## src/rtl/nn_pkg.sv

```systemverilog
`default_nettype none
// ============================================================================
// Module      : nn_pkg
// Description : Shared definitions for the neural-datapath run controller:
//               sequencer state encodings, the fixed-point width and a small
//               helper used to size phase timers.
// Revision    : 1.0 - initial release
// ============================================================================
package nn_pkg;

  // Fixed-point word width shared with the datapath (the `n` of the
  // fixed-point header). Also the default batch-counter width.
  localparam int FP_N = 16;

  // Sequencer states; the numeric values are visible on the phase output.
  typedef enum logic [2:0] {
    ST_IDLE  = 3'd0,
    ST_LOAD  = 3'd1,
    ST_FWD   = 3'd2,
    ST_STORE = 3'd3,
    ST_BP    = 3'd4,
    ST_UPD   = 3'd5,
    ST_DONE  = 3'd6
  } state_e;

  // Largest of three latencies; sizes the shared phase timer.
  function automatic int max3(input int a, input int b, input int c);
    int m;
    m = (a > b) ? a : b;
    m = (m > c) ? m : c;
    return m;
  endfunction

endpackage : nn_pkg
`default_nettype wire

```

## src/rtl/nn_sequencer_phase_timer.sv

```systemverilog
`default_nettype none
// ============================================================================
// Module      : phase_timer
// Description : Loadable down-counter with terminal-count flag. Loaded with
//               (duration - 1) on entry to a timed phase; tc_o is high in
//               the last cycle of that phase.
// Revision    : 1.0 - initial release
// ============================================================================
module phase_timer #(
  parameter int W = 2
) (
  input  logic         clk,
  input  logic         rst,
  input  logic         load_i,
  input  logic [W-1:0] load_val_i,
  output logic         tc_o
);

  logic [W-1:0] cnt_q;

  // Load takes priority; otherwise count down and park at zero.
  always_ff @(posedge clk) begin
    if (rst) begin
      cnt_q <= '0;
    end else if (load_i) begin
      cnt_q <= load_val_i;
    end else if (cnt_q != '0) begin
      cnt_q <= cnt_q - W'(1);
    end
  end

  assign tc_o = (cnt_q == '0);

endmodule : phase_timer
`default_nettype wire

```

## src/rtl/nn_sequencer.sv

```systemverilog
`default_nettype none
// ============================================================================
// Module      : nn_sequencer
// Description : Run controller for the fixed-point neural datapath. Per
//               sample it sequences fetch, per-layer forward enables, output
//               write-back and backprop accumulation, then issues one weight
//               update per batch, for a latched number of epochs.
// Revision    : 1.0 - initial release
// ============================================================================
module nn_sequencer
  import nn_pkg::*;
#(
  parameter int A       = 32,
  parameter int N       = FP_N,
  parameter int LTOT    = 3,
  parameter int MEM_LAT = 2,
  parameter int L_LAT   = 4,
  parameter int BP_LAT  = 3
) (
  input  logic            clk,
  input  logic            rst,
  input  logic            start,
  input  logic            abort,
  input  logic [N-1:0]    batch,
  input  logic [15:0]     epochs,
  output logic            busy,
  output logic            done,
  output logic [2:0]      phase,
  output logic [A-1:0]    x_addr,
  output logic [A-1:0]    t_addr,
  output logic [A-1:0]    y_addr,
  output logic [LTOT-2:0] layer_en,
  output logic            y_we,
  output logic            bp_acc,
  output logic            w_upd,
  output logic [N-1:0]    sample_idx,
  output logic [15:0]     epoch_idx
);

  localparam int NL     = LTOT - 1;
  localparam int LW     = (NL > 1) ? $clog2(NL) : 1;
  localparam int MAXLAT = max3(MEM_LAT, L_LAT, BP_LAT);
  localparam int TW     = $clog2(MAXLAT + 1);

  state_e          state_q, state_d;
  logic [LW-1:0]   layer_q, layer_d;
  logic [N-1:0]    sample_q, sample_d, batch_q, batch_d;
  logic [15:0]     epoch_q, epoch_d, epochs_q, epochs_d;
  logic            tmr_load, tmr_tc;
  logic [TW-1:0]   tmr_val;
  logic [NL-1:0]   layer_oh_d;

  logic            busy_q, done_q, y_we_q, bp_acc_q, w_upd_q;
  logic [NL-1:0]   layer_en_q;
  logic [A-1:0]    x_addr_q, t_addr_q, y_addr_q;

  phase_timer #(.W(TW)) u_timer (
    .clk        (clk),
    .rst        (rst),
    .load_i     (tmr_load),
    .load_val_i (tmr_val),
    .tc_o       (tmr_tc)
  );

  // Next-state, counter and timer-load decisions; abort outranks everything.
  always_comb begin
    state_d  = state_q;
    layer_d  = layer_q;
    sample_d = sample_q;
    epoch_d  = epoch_q;
    batch_d  = batch_q;
    epochs_d = epochs_q;
    tmr_load = 1'b0;
    tmr_val  = '0;
    if (abort && (state_q != ST_IDLE)) begin
      state_d  = ST_IDLE;
      layer_d  = '0;
      sample_d = '0;
      epoch_d  = '0;
    end else begin
      case (state_q)
        ST_IDLE: begin
          if (start && !abort) begin
            batch_d  = batch;
            epochs_d = epochs;
            sample_d = '0;
            epoch_d  = '0;
            layer_d  = '0;
            if ((batch == '0) || (epochs == '0)) begin
              state_d = ST_DONE;
            end else begin
              state_d  = ST_LOAD;
              tmr_load = 1'b1;
              tmr_val  = TW'(MEM_LAT - 1);
            end
          end
        end
        ST_LOAD: begin
          if (tmr_tc) begin
            state_d  = ST_FWD;
            layer_d  = '0;
            tmr_load = 1'b1;
            tmr_val  = TW'(L_LAT - 1);
          end
        end
        ST_FWD: begin
          if (tmr_tc) begin
            if (layer_q == LW'(NL - 1)) begin
              state_d = ST_STORE;
            end else begin
              layer_d  = layer_q + LW'(1);
              tmr_load = 1'b1;
              tmr_val  = TW'(L_LAT - 1);
            end
          end
        end
        ST_STORE: begin
          state_d  = ST_BP;
          tmr_load = 1'b1;
          tmr_val  = TW'(BP_LAT - 1);
        end
        ST_BP: begin
          if (tmr_tc) begin
            if (sample_q == batch_q - N'(1)) begin
              state_d = ST_UPD;
            end else begin
              sample_d = sample_q + N'(1);
              state_d  = ST_LOAD;
              tmr_load = 1'b1;
              tmr_val  = TW'(MEM_LAT - 1);
            end
          end
        end
        ST_UPD: begin
          if (epoch_q == epochs_q - 16'd1) begin
            state_d = ST_DONE;
          end else begin
            epoch_d  = epoch_q + 16'd1;
            sample_d = '0;
            state_d  = ST_LOAD;
            tmr_load = 1'b1;
            tmr_val  = TW'(MEM_LAT - 1);
          end
        end
        ST_DONE: state_d = ST_IDLE;
        default: state_d = ST_IDLE;
      endcase
    end
  end

  // One-hot decode of the next layer index, registered below with the state.
  always_comb begin
    layer_oh_d = '0;
    for (int k = 0; k < NL; k++) begin
      layer_oh_d[k] = (layer_d == LW'(k));
    end
  end

  // State, counters and outputs registered together so strobes align with phase.
  always_ff @(posedge clk) begin
    if (rst) begin
      state_q    <= ST_IDLE;
      layer_q    <= '0;
      sample_q   <= '0;
      epoch_q    <= '0;
      batch_q    <= '0;
      epochs_q   <= '0;
      busy_q     <= 1'b0;
      done_q     <= 1'b0;
      y_we_q     <= 1'b0;
      bp_acc_q   <= 1'b0;
      w_upd_q    <= 1'b0;
      layer_en_q <= '0;
      x_addr_q   <= '0;
      t_addr_q   <= '0;
      y_addr_q   <= '0;
    end else begin
      state_q    <= state_d;
      layer_q    <= layer_d;
      sample_q   <= sample_d;
      epoch_q    <= epoch_d;
      batch_q    <= batch_d;
      epochs_q   <= epochs_d;
      busy_q     <= (state_d inside {ST_LOAD, ST_FWD, ST_STORE, ST_BP, ST_UPD});
      done_q     <= (state_d == ST_DONE);
      y_we_q     <= (state_d == ST_STORE);
      bp_acc_q   <= (state_d == ST_BP);
      w_upd_q    <= (state_d == ST_UPD);
      layer_en_q <= (state_d == ST_FWD) ? layer_oh_d : '0;
      // Addresses only move in the phases that consume them.
      if (state_d == ST_LOAD) begin
        x_addr_q <= A'(sample_d);
        t_addr_q <= A'(sample_d);
      end
      if (state_d == ST_STORE) begin
        y_addr_q <= A'(sample_d);
      end
    end
  end

  assign busy       = busy_q;
  assign done       = done_q;
  assign phase      = state_q;
  assign x_addr     = x_addr_q;
  assign t_addr     = t_addr_q;
  assign y_addr     = y_addr_q;
  assign layer_en   = layer_en_q;
  assign y_we       = y_we_q;
  assign bp_acc     = bp_acc_q;
  assign w_upd      = w_upd_q;
  assign sample_idx = sample_q;
  assign epoch_idx  = epoch_q;

endmodule : nn_sequencer
`default_nettype wire

```

## config.mk

```make
export PLATFORM = sky130hd
export DESIGN_NAME = nn_sequencer
export DESIGN_NICKNAME = d
export VERILOG_FILES = /design/src/rtl/nn_pkg.sv /design/src/rtl/nn_sequencer_phase_timer.sv /design/src/rtl/nn_sequencer.sv
export SDC_FILE = /design/constraint.sdc
export NUM_CORES = 1
export LEC_CHECK = 0
export CAP_MARGIN = 20
export CORE_ASPECT_RATIO = 1.2
export CORE_MARGIN = 4
export CORE_UTILIZATION = 50
export CTS_CLUSTER_DIAMETER = 60
export DETAILED_ROUTE_END_ITERATION = 8
export PLACE_DENSITY_LB_ADDON = 0.3
export SLEW_MARGIN = 20
export SYNTH_ARGS = -nofsm -noshare
export SYNTH_HDL_FRONTEND = slang
export SYNTH_HIERARCHICAL = 1
export SYNTH_SLANG_ARGS = --single-unit
```

## constraint.sdc

```tcl
create_clock -name clk -period 9 [get_ports clk]
set_clock_uncertainty 0.1 [all_clocks]
set_input_delay 0.9 -clock clk [delete_from_list [all_inputs] [get_ports clk]]
set_output_delay 0.9 -clock clk [all_outputs]
set_load 0.01 [all_outputs]
```

# == Word level (Yosys, flattened, before mapping) ==
# Index checks and enable logic that the tools add are counted.
# word_totals
reg_bits,110
input_bits,36
output_inout_bits,138
# classes
addsub,6
n_eq_ne,15
n_mux,47
n_bitwise,3
n_reduce_logical,17
# op_table
cell,count
2-to-1 mux 16 bit,7
one-hot mux 16 bit (3 select lines),1
2-to-1 mux 3 bit,11
adder 16 x 1 -> 16 bit (second input constant),2
equality test 16 bit,2
logical NOT 16 bit,2
one-hot mux 16 bit (2 select lines),1
subtractor 16 x 1 -> 16 bit (second input constant),2
2-to-1 mux 1 bit,19
one-hot mux 3 bit (6 select lines),1
equality test 3 bit (second input constant),5
equality test 3 x 2 -> 1 bit (second input constant),4
one-hot mux 2 bit (6 select lines),1
2-to-1 mux 2 bit,4
equality test 3 x 1 -> 1 bit (second input constant),2
logical NOT 3 bit,2
one-hot mux 1 bit (6 select lines),1
AND reduction 3 bit,2
nonzero test 3 bit,2
nonzero test 5 bit,1
inequality test 2 bit (second input constant),2
nonzero test 2 bit,2
OR reduction 2 bit,2
NOT 1 bit,3
other kinds (6),7

# == Depth between registers and ports, before layout ==
# depth
ltp_word,9
ltp_mapped,14
depth_no_buf,13

# == Cells and area by module ==
# The synthesis kept the hierarchy.
# by_module_without_submodules
module,instances,cells_each,area_each_um2,seq_area_each_um2
nn_sequencer,1,781,6308.6,2142.1
phase_timer,1,22,206.4,60.1

# == Worst setup path before layout ==
# No wires, ideal clock.
# synth_path
kind,register to register
startpoint,reg epochs_q[0]
endpoint,reg u_timer.cnt_q[1]
arrival_ns,3.257
required_time_ns,8.788
slack_ns,5.530
path_stages_with_launch,14
synth_period_minus_slack_ns,3.470
path_cell_list,dfxtp_1 -> inv_1 -> ha_1 -> or4b_4 -> nor4_4 -> xnor2_1 -> or3_1 -> a2111o_1 -> o41ai_2 -> or3_1 -> a31oi_1 -> o21bai_1 -> nor2b_1 -> a2111oi_1
# synth_between
elab_chain_cells,6
word_cells_on_any_way,7
classes_between,add/sub (1); eq/ne (1); mux (4); reduce/logical (1)
# synth_rtl
item,line,rtl
"start, declared",nn_sequencer.sv:48,"logic [15:0] epoch_q, epoch_d, epochs_q, epochs_d;"
"start signal, assigned",nn_sequencer.sv:183,epochs_q <= epochs_d;
subtractor 16 x 1 -> 16 bit *,nn_sequencer.sv:135,if (epoch_q == epochs_q - 16'd1) begin
equality test 16 bit *,nn_sequencer.sv:135,
2-to-1 mux 1 bit *,nn_sequencer.sv:135,
one-hot mux 1 bit (6 select lines) *,nn_sequencer.sv:81,case (state_q)
2-to-1 mux 1 bit *,nn_sequencer.sv:75,if (abort && (state_q != ST_IDLE)) begin
via tmr_load,nn_sequencer.sv:49,"logic tmr_load, tmr_tc;"
2-to-1 mux 3 bit or nonzero test 2 bit (tied branches),--,
"end signal, assigned",nn_sequencer_phase_timer.sv:26,cnt_q <= load_val_i;
"end signal, assigned",nn_sequencer_phase_timer.sv:28,cnt_q <= cnt_q - W'(1);
"end, declared",nn_sequencer_phase_timer.sv:19,logic [W-1:0] cnt_q;
# The timed path passes the listed nets; every way through them passes the cells marked *.
# A chain may end at the register's enable or synchronous reset.

# == Worst setup path in the final report ==
# layout_path
startpoint,reg epochs_q[0]
endpoint,reg u_timer.cnt_q[0]
# layout_between
elab_chain_cells,6
word_cells_on_any_way,10
classes_between,add/sub (1); eq/ne (1); mux (7); reduce/logical (1)
# layout_rtl
item,line,rtl
subtractor 16 x 1 -> 16 bit,nn_sequencer.sv:135,
equality test 16 bit,nn_sequencer.sv:135,
2-to-1 mux 1 bit,nn_sequencer.sv:135,
one-hot mux 2 bit (6 select lines),nn_sequencer.sv:81,
2-to-1 mux 2 bit,nn_sequencer.sv:75,
via tmr_val[0],nn_sequencer.sv:50,logic [TW-1:0] tmr_val;
2-to-1 mux 3 bit,nn_sequencer_phase_timer.sv:25,end else if (load_i) begin
# The timed path passes the listed nets, and every way through them passes these cells.

==> qor.yml <==
clk_pin_slew_worst_paths_ps: 80
path_buf_inv: 2
crit_family: "simple AND/OR/NAND/NOR gates"
final_common_cell: "clkdlybuf4s50_1"
power_density_nw_per_um2: 146
yosysWarnings: 6
async_flop_share: 0
grt_pass1_vias: 5621
report.power.total_mw: 1.15
htree_num_levels: 3
cts_buffers: 9
ys_seq_area_frac: 0.338
clock_path_buffers: 2
synth_ff_type: "dfxtp_1"
rows: 45
cpPeakStageDelay_ps: 540
crit_top_cell: "or3_1"
setup.worst_path.end_class: "flop"
hp-class: "flop to flop"
yosys.cell_types.count: 82
ys_seq_elements: 110
initial_core_util: 0.512
finalWirelength_um: 18100
areaGrowthSynthToFinish_pct: 20.5
clock-sinks: 110
crit_arrival_ps: 4270
worstSkewPairLatency_ps: 350
synth_area_per_cell_sq_um: 8.11
dr.first_iter.drc_count: 362
rr_startpoint: "epochs_q[0]"
die-area_sq_um: 14900
dr_total_vias: 6028
drive_above_1_share: 0.0703
status: "complete, no violations"
grt_pass1_wl_um: 28900
p_leak_nw: 2.85
first_pass_iters: 5
clock.fmax_mhz: 242
max-cap-violations: 0
hold_buffers: 0
port_buffers: 125
die_h_um: 133
syn_inst: 803
remaining_drc_errors: 0
grt_setup_unrepaired: "no"
worst_path_max_delay_cell: "or4b_4"
criticalPathCategory: "flop to flop"
setup-violations-final: 0
worst_pin_slew_ps: 853
finalHoldViolations: 0
peakVddDrop_uv: 84.4
cts_resized: 0
root_buffer: "clkbuf_16"
crit_chain: "inv_1 > ha_1 > or4b_4 > nor4_4 > xnor2_1 > or3_1 > a2111o_1 > o41ai_4 > buf_4 > or3_1 > a31oi_1 > o21bai_1 > nor2b_1 > a2111oi_1"
cts_setup_buffers: 0
dpl_cell_area_sq_um: 7550
fin_crit_sh: 0.460
fin_tns_setup_ps: 0
grt_max_degree: 65
critPathLaunch: "epochs_q[0]"
antenna_found_initial: 0
place.gp.congestion: 0.913
slew_violations: 0
nNetsFinal: 933
antenna_cells: 0
min_from: "y_addr[12]"
core_sq_um: 12700
cp.required_ps: 9130
final_cell_mix: "124 x clkdlybuf4s50_1, 110 x dfxtp_1, 101 x nand2_1"
wire_per_inst_um: 17.1
dieWidth_um: 112
netlist_area_sq_um: 6510
globalRouteOverflowTotal: 0
ios: 174
period_needed_ps: 4140
final_area_sq_um: 7850
vias_per_cell: 5.69
crit_path_max_fanout: 30
maxSlewHeadroom: 0.432
cts_tree: "done"
grtUsageTotal: 0.237
synth_edf_count: 0
post-dp-hpwl_um: 13500
postRouteAntennaNets: 0
start_kind: "flop"
==> final cells by class <==
cell class	instances	area, sq um
Fill cell	1166	4870
Multi-Input combinational cell	614	3760
Sequential cell	110	2200
Timing Repair Buffer	131	1290
Clock buffer	9	225
Tap cell	164	205
Inverter	25	93.8
Clock inverter	7	75.1
==> power breakdown <==
part	internal [mW]	switching, mW	total, mW
Clock	0.197	0.202	0.399
Sequential	0.502	0.0188	0.521
Combinational	0.0954	0.131	0.227
Total	0.794	0.352	1.15
==> sequential cells by signal (all words and copies together) (netlist names), 2 cells and up <==
name / count
sample_idx: 16
phase: 3
batch_q: 16
epochs_q: 16
t_addr: 16
epoch_idx: 16
u_timer/cnt_q: 3
layer_en: 2
y_addr: 16
==> cells in the mapped netlist, types with 10 or more instances <==
| cell | instances | area, sq um |
|---|---|---|
| a211oi_1 | 20 | 150 |
| a21oi_1 | 65 | 325 |
| and3_1 | 10 | 62.6 |
| buf_4 | 66 | 495 |
| clkbuf_1 | 31 | 116 |
| dfxtp_1 | 110 | 2200 |
| inv_1 | 25 | 93.8 |
| nand2_1 | 101 | 379 |
| nand2b_1 | 10 | 62.6 |
| nand3_1 | 17 | 85.1 |
| nand4_1 | 12 | 75.1 |
| nor2_1 | 56 | 210 |
| nor2b_1 | 18 | 113 |
| nor3_1 | 25 | 125 |
| nor4_1 | 20 | 125 |
| o21ai_0 | 10 | 50.1 |
| or3_1 | 13 | 81.3 |
| xnor2_1 | 32 | 280 |
| xor2_1 | 21 | 184 |
==> logic make-up (layout without fill, tap and decap cells) <==
logic type	count (synthesis)	count (layout)	synth area share
fa+ha+maj	6	6	0.0115
compound gates	169	169	0.183
xor+xnor	54	54	0.0747
flops	110	110	0.338
mux	11	11	0.0182
simple gates	325	325	0.259
other cells	1	49	0.000576
buf+inv	127	172	0.115
==> layer usage <==
| metal | wire (um) | GRT usage | vias to the layer above |
|---|---|---|---|
| met2 | 9240 | 0.412 | 226 |
| li1 | - | - | 2916 |
| met3 | 970 | 0.0375 | 50 |
| met5 | 0 | 0 | - |
| met4 | 648 | 0.101 | 0 |
| met1 | 7250 | 0.288 | 2836 |
==> worst reg2reg max path, cell delays in order, from the launching register on <==
cell       delay (ps)
dfxtp_1           350
inv_1              70
ha_1              240
or4b_4            540
nor4_4            160
xnor2_1            80
or3_1             360
a2111o_1          340
o41ai_4           280
buf_4             340
or3_1             220
a31oi_1           140
o21bai_1          290
nor2b_1           190
a2111oi_1         320
==> through the flow <==
stage               cells  setup slack, ps  hold slack [ps]   util
finish               1060             4860              368  0.617
global route         1060             4610              388  0.617
CTS                  1060             4880              369  0.617
detailed placement   1044             4740              347  0.593
global placement     1044             4810              352  0.593
floorplan             851             5530              348      -
==> path summary, 6_finish.rpt <==
kind / slack (ps) / cells after the start / end
worst max-delay path: 4860 / 14 / u_timer/cnt_q[0]
worst min-delay path: 370 / 2 / y_addr[12]
worst max register to register: 4860 / 14 / u_timer/cnt_q[0]
worst min register to register: 370 / 2 / y_addr[12]
(Power assumes the default switching activity.)
